**src/rtl/pc_fetch_unit.sv**
```systemverilog
// PC register and instruction-fetch sequencer. It fetches the word at PC, holds it in IR,
// and loads the next PC from the PC mux when the control unit commands a write.
module pc_fetch_unit #(
  parameter int                 WIDTH    = 16,
  parameter logic [WIDTH-1:0]   RESET_PC = 16'h0000,
  parameter int                 PC_STEP  = 2
) (
  input  logic             CLK,
  input  logic             Reset_n,
  input  logic [WIDTH-1:0] SelectedPC,
  input  logic             PCWrite,
  input  logic             Stall,
  output logic             IMemReq,
  output logic [WIDTH-1:0] IMemAddr,
  input  logic             IMemReady,
  input  logic [WIDTH-1:0] IMemData,
  output logic [WIDTH-1:0] PC,
  output logic [WIDTH-1:0] IR,
  output logic             IRValid,
  output logic [WIDTH-1:0] PCincrement,
  output logic [WIDTH-1:0] ConcatenatedPC,
  output logic             PCAlignErr
);

  typedef enum logic [1:0] {
    IDLE  = 2'd0,
    FETCH = 2'd1,
    HOLD  = 2'd2
  } state_t;

  localparam logic [WIDTH-1:0] STEP = WIDTH'(PC_STEP);

  state_t           state_q, state_d;
  logic [WIDTH-1:0] pc_q, pc_d;
  logic [WIDTH-1:0] ir_q, ir_d;
  logic             irvalid_q, irvalid_d;
  logic             align_err_q, align_err_d;
  logic             pc_load;

  always_ff @(posedge CLK or negedge Reset_n) begin
    if (!Reset_n) begin
      state_q <= IDLE;
    end else begin
      state_q <= state_d;
    end
  end

  // A load only happens from HOLD; a concurrent Stall blocks it.
  assign pc_load = (state_q == HOLD) && PCWrite && !Stall;

  always_comb begin
    state_d = state_q;
    case (state_q)
      IDLE:    if (!Stall)   state_d = FETCH;
      FETCH:   if (IMemReady) state_d = HOLD;
      HOLD:    if (pc_load)  state_d = FETCH;
      default: state_d = IDLE;
    endcase
  end

  always_comb begin
    IMemReq = (state_q == FETCH);
  end

  always_comb begin
    pc_d        = pc_q;
    ir_d        = ir_q;
    irvalid_d   = irvalid_q;
    align_err_d = 1'b0;
    // Memory responses are accepted in FETCH regardless of Stall.
    if ((state_q == FETCH) && IMemReady) begin
      ir_d      = IMemData;
      irvalid_d = 1'b1;
    end
    if (pc_load) begin
      pc_d        = {SelectedPC[WIDTH-1:1], 1'b0};
      irvalid_d   = 1'b0;
      align_err_d = SelectedPC[0];
    end
  end

  always_ff @(posedge CLK or negedge Reset_n) begin
    if (!Reset_n) begin
      pc_q        <= RESET_PC;
      ir_q        <= '0;
      irvalid_q   <= 1'b0;
      align_err_q <= 1'b0;
    end else begin
      pc_q        <= pc_d;
      ir_q        <= ir_d;
      irvalid_q   <= irvalid_d;
      align_err_q <= align_err_d;
    end
  end

  assign PC             = pc_q;
  assign IMemAddr       = pc_q;
  assign IR             = ir_q;
  assign IRValid        = irvalid_q;
  assign PCAlignErr     = align_err_q;
  assign PCincrement    = pc_q + STEP;
  // Jump target keeps the top three bits of the next sequential PC.
  assign ConcatenatedPC = {PCincrement[WIDTH-1:WIDTH-3], ir_q[WIDTH-5:0], 1'b0};

endmodule

```
**config.mk**
```make
export PLATFORM = sky130hd
export DESIGN_NAME = pc_fetch_unit
export DESIGN_NICKNAME = d
export VERILOG_FILES = /design/src/rtl/pc_fetch_unit.sv
export SDC_FILE = /design/constraint.sdc
export NUM_CORES = 1
export LEC_CHECK = 0
export ABC_AREA = 1
export CAP_MARGIN = 20
export CELL_PAD_IN_SITES_DETAIL_PLACEMENT = 0
export CELL_PAD_IN_SITES_GLOBAL_PLACEMENT = 1
export CORE_MARGIN = 10
export CORE_UTILIZATION = 24
export CTS_BUF_LIST = sky130_fd_sc_hd__clkbuf_2 sky130_fd_sc_hd__clkbuf_4 sky130_fd_sc_hd__clkbuf_8
export DETAILED_ROUTE_END_ITERATION = 6
export MAX_ROUTING_LAYER = met4
export PLACE_DENSITY = 0.79
export SYNTH_ARGS = -nofsm -noshare
export SYNTH_HDL_FRONTEND = slang
export SYNTH_SLANG_ARGS = --single-unit
export TNS_END_PERCENT = 1
```
**constraint.sdc**
```tcl
create_clock -name CLK -period 1.5 [get_ports CLK]
set_input_delay 0.375 -clock CLK [delete_from_list [all_inputs] [get_ports CLK]]
set_output_delay 0.375 -clock CLK [all_outputs]
set_load 0.05 [all_outputs]
```
# Word-level counts from Yosys, hierarchy flattened
# Index checks and enable logic that the tools add are counted.
[classes] n_mux=7 add_sub_neg=1 n_reduce_logical=7 eq_ne=5
[ops] op="$add 16x2->16 const B" n=1
[ops] op="$mux 2" n=3
[ops] op="$pmux 2 s3" n=1
[ops] op="$ne 2x2->1 const B" n=2
[ops] op="$logic_and 1x1->1" n=3
[ops] op="$mux 1" n=3
[ops] op="$reduce_and 3->1" n=1
[ops] op="$eq 2x1->1 const B" n=1
[ops] op="$eq 2x2->1 const B" n=1
[ops] op="$logic_not 2->1" n=1
[ops] op="$ne 2x1->1 const B" n=1
[ops] op="$reduce_bool 2->1" n=1
[ops] op="$logic_not 1->1" n=1
[totals] word_cells=25 output_inout_bits=83 reg_bits=35

# Depth between registers and ports, before layout
[logic_depth] depth_word=5 ltp_mapped=8

# Worst setup path after synthesis
# No wires, ideal clock.
[synth_timing] path_kind="reg2out" startpoint="register pc_q[2], in the netlist IMemAddr[2]" endpoint="output port PCincrement[9]" n_path_buf=0 stages_incl_launch_ff=6 required_ns=1.125 t_arrival_ns=2.065 setup_slack_ns=-0.940 cell_sequence="dfrtp_1 > ha_1 > nand3_1 > inv_1 > nand2_1 > xor2_1"
[synth_via] elab_chain_len=1
[synth_rtl] item="from (decl)" line_no="34" source="logic [WIDTH-1:0] pc_q, pc_d;"
[synth_rtl] item="from (signal assigned)" line_no="89" source="pc_q <= pc_d;"
[synth_rtl] item="$add 16x2->16" line_no="101" source="assign PCincrement = pc_q + STEP;"
[synth_rtl] item="to (decl)" line_no="20" source="output logic [WIDTH-1:0] PCincrement,"
# Every way passes these cells.

# Final worst setup path
# Same ends and word-level chain as after synthesis.

==> flow_summary.toml <==
[clock_tree]
post_cts_buffers = 0
clk_pin_slew_ns = 0.07
cts_max_level = 2
clock_sinks = 35
cts_buffers = 5
clock_latency_ns = 0.28
cts_tree = "yes"
ctsHoldBuffers = 0
cts-root-buf = "clkbuf_8"
cts_buffer_depth = 2

[place]
pre_cts_ws_ns = -0.1752
port_buffers = 115
routabilityCongestion = 0.8088
hpwlAfterDp_mm = 5.530

[cells_and_area]
fill_cells = 696
final_cell_mix = "buf_12, nand2_1, clkdlybuf4s50_1, dfrtp_1, buf_4"
utilization_pct = 52.35
diodes = 0
register_area_um2 = 885.9
multi_input_area_um2 = 883.3
area_growth_pct = 114.7
drive_gt1_share_pct = 43.85
final_common_cell = "buf_12"
layout.nets = 395

[floorplan]
start_util_pct = 24.38
ios = 120
core_area_um2 = 8134
die_height_um = 110.9
die-width_um = 110.9
core.rowCount = 33
dieArea_um2 = 12300

[setup_path]
end_kind = "primary output"
path_cells = "ha_4 -> nand3_4 -> inv_2 -> nand2_2 -> xor2_4 -> buf_12"
cp.depth = 6
crit_family = "flip-flops"
critical_path_class = "register to primary output"
critPathSlowestCell = "dfrtp_2"
crit_fanout = 5
ff2ff_path_depth = 4
cp_data_arrival_time_ns = 1.50
cp_slowest_stage_delay_ns = 0.44
crit_path_start_kind = "register"
worstPathRequired_ns = 1.12
critPathBufInv = 2

[route]
num_vias = 1908
first_pass_iters = 4
vias_per_cell = 4.121
initialDrtViolationCount = 34
wl_per_cell_um = 13.97
drc_errors = 0
wl_mm = 6.467
drtAntennaViolNets = 0

[yosys]
synthCells = 245
yosys_warnings = 0
syn_area_um2 = 1983
ys_types = 22
avgSynthCellArea_um2 = 8.094
seq_area_frac_synth_pct = 44.16
synth_seq_cells = 35

[timing]
rsz0062_at_grt = "yes"
hold_violations = 0
setup_ws_ns = -0.3776
min_period_ns = 1.878
clock_skew_ns = 0.004484
fin_crit_sh_pct = 125.2
fin_tns_setup_ns = -5.113
setup_viol = 17
drv_slew = 0
fmax_mhz = 532.6

[grt]
grt_usage_pct = 10.83
grt_pass1_wl_mm = 10.80
grt_pass1_vias = 2132
antenna_found_initial = 0
grt_max_degree = 22
overflow = 0

[run_status]
status = "finished with violations"
failed_checks = "negative setup slack"

[hold_path]
hold_class = "primary input to async pin"

[job]
max_cap_violations = 0
## per-stage QoR
step                      hold slack [ns]  cells  instance area [um^2]
after floorplan                   0.07941    248                  2132
after CTS                         0.01699    463                  4230
after global placement             0.3245    455                  4116
after global routing              0.02308    463                  4258
after detailed placement           0.3353    455                  4116
final                             0.01627    463                  4258
## path summary, 6_finish.rpt
path / from / end / slack (ns)
setup reg to reg: state_q[0]$_DFFE_PN0P_ / IMemAddr[14]$_DFFE_PN0P_ / 0.36
setup / recovery: IMemAddr[2]$_DFFE_PN0P_ / PCincrement[9] / -0.38
min in group CLK: IR[14]$_DFFE_PN0P_ / IR[14]$_DFFE_PN0P_ / 0.54
hold reg to reg: IR[14]$_DFFE_PN0P_ / IR[14]$_DFFE_PN0P_ / 0.54
max in group asynchronous: Reset_n / IMemAddr[8]$_DFFE_PN0P_ / 1.02
hold / removal: Reset_n / IR[14]$_DFFE_PN0P_ / 0.02
## cell usage after synthesis (all sizes together)
library cell | number | area, um^2
buf | 39 | 305.3
conb | 1 | 3.750
o21a | 9 | 67.56
nand4 | 6 | 37.54
dfrtp | 35 | 875.8
nor2 | 13 | 58.80
o21ai | 9 | 45.04
xor2 | 5 | 43.79
nand2 | 91 | 361.6
xnor2 | 2 | 17.52
nand3 | 9 | 57.56
inv | 25 | 96.34
ha | 1 | 12.51
## logic make-up after synthesis
kind of cell / Yosys count / synth area share, %
compound gates: 18 / 5.678
xor+xnor: 7 / 3.092
fa+ha+maj: 1 / 0.6308
buf+inv: 64 / 20.25
flops: 35 / 44.16
other cells: 1 / 0.1891
simple gates: 119 / 25.99
## cell type report
| class | count | area share, % |
|---|---|---|
| Sequential cell | 35 | 20.81 |
| Inverter | 25 | 2.321 |
| Clock buffer | 7 | 1.969 |
| Tap cell | 105 | 3.086 |
| Timing Repair Buffer | 141 | 50.96 |
| Clock inverter | 1 | 0.1175 |
| Multi-Input combinational cell | 149 | 20.75 |
## flip-flops by register name, indices dropped and copies added (netlist names)
| register | cells |
|---|---|
| IRValid | 1 |
| state_q | 2 |
| IR | 16 |
| IMemAddr | 15 |
| PCAlignErr | 1 |
## metal layers
layer	wire length, um	up-vias	GRT usage, %	share of wire, %
met1	2586	884	11.24	40
met2	3106	89	17.85	48
li1	-	928	-	-
met5	0	-	-	0
met4	45	0	2.083	0.70
met3	728	7	5.898	11
## what timing repair did
item,in CTS,in global routing
endpoints found under the setup margin,18,19
cloned,0,0
gates resized for setup,9,5
pin swaps,1,1
Power is left out: the tool's default activity adds up to more than one toggle a clock period on the data nets, which glitch-free logic cannot reach.
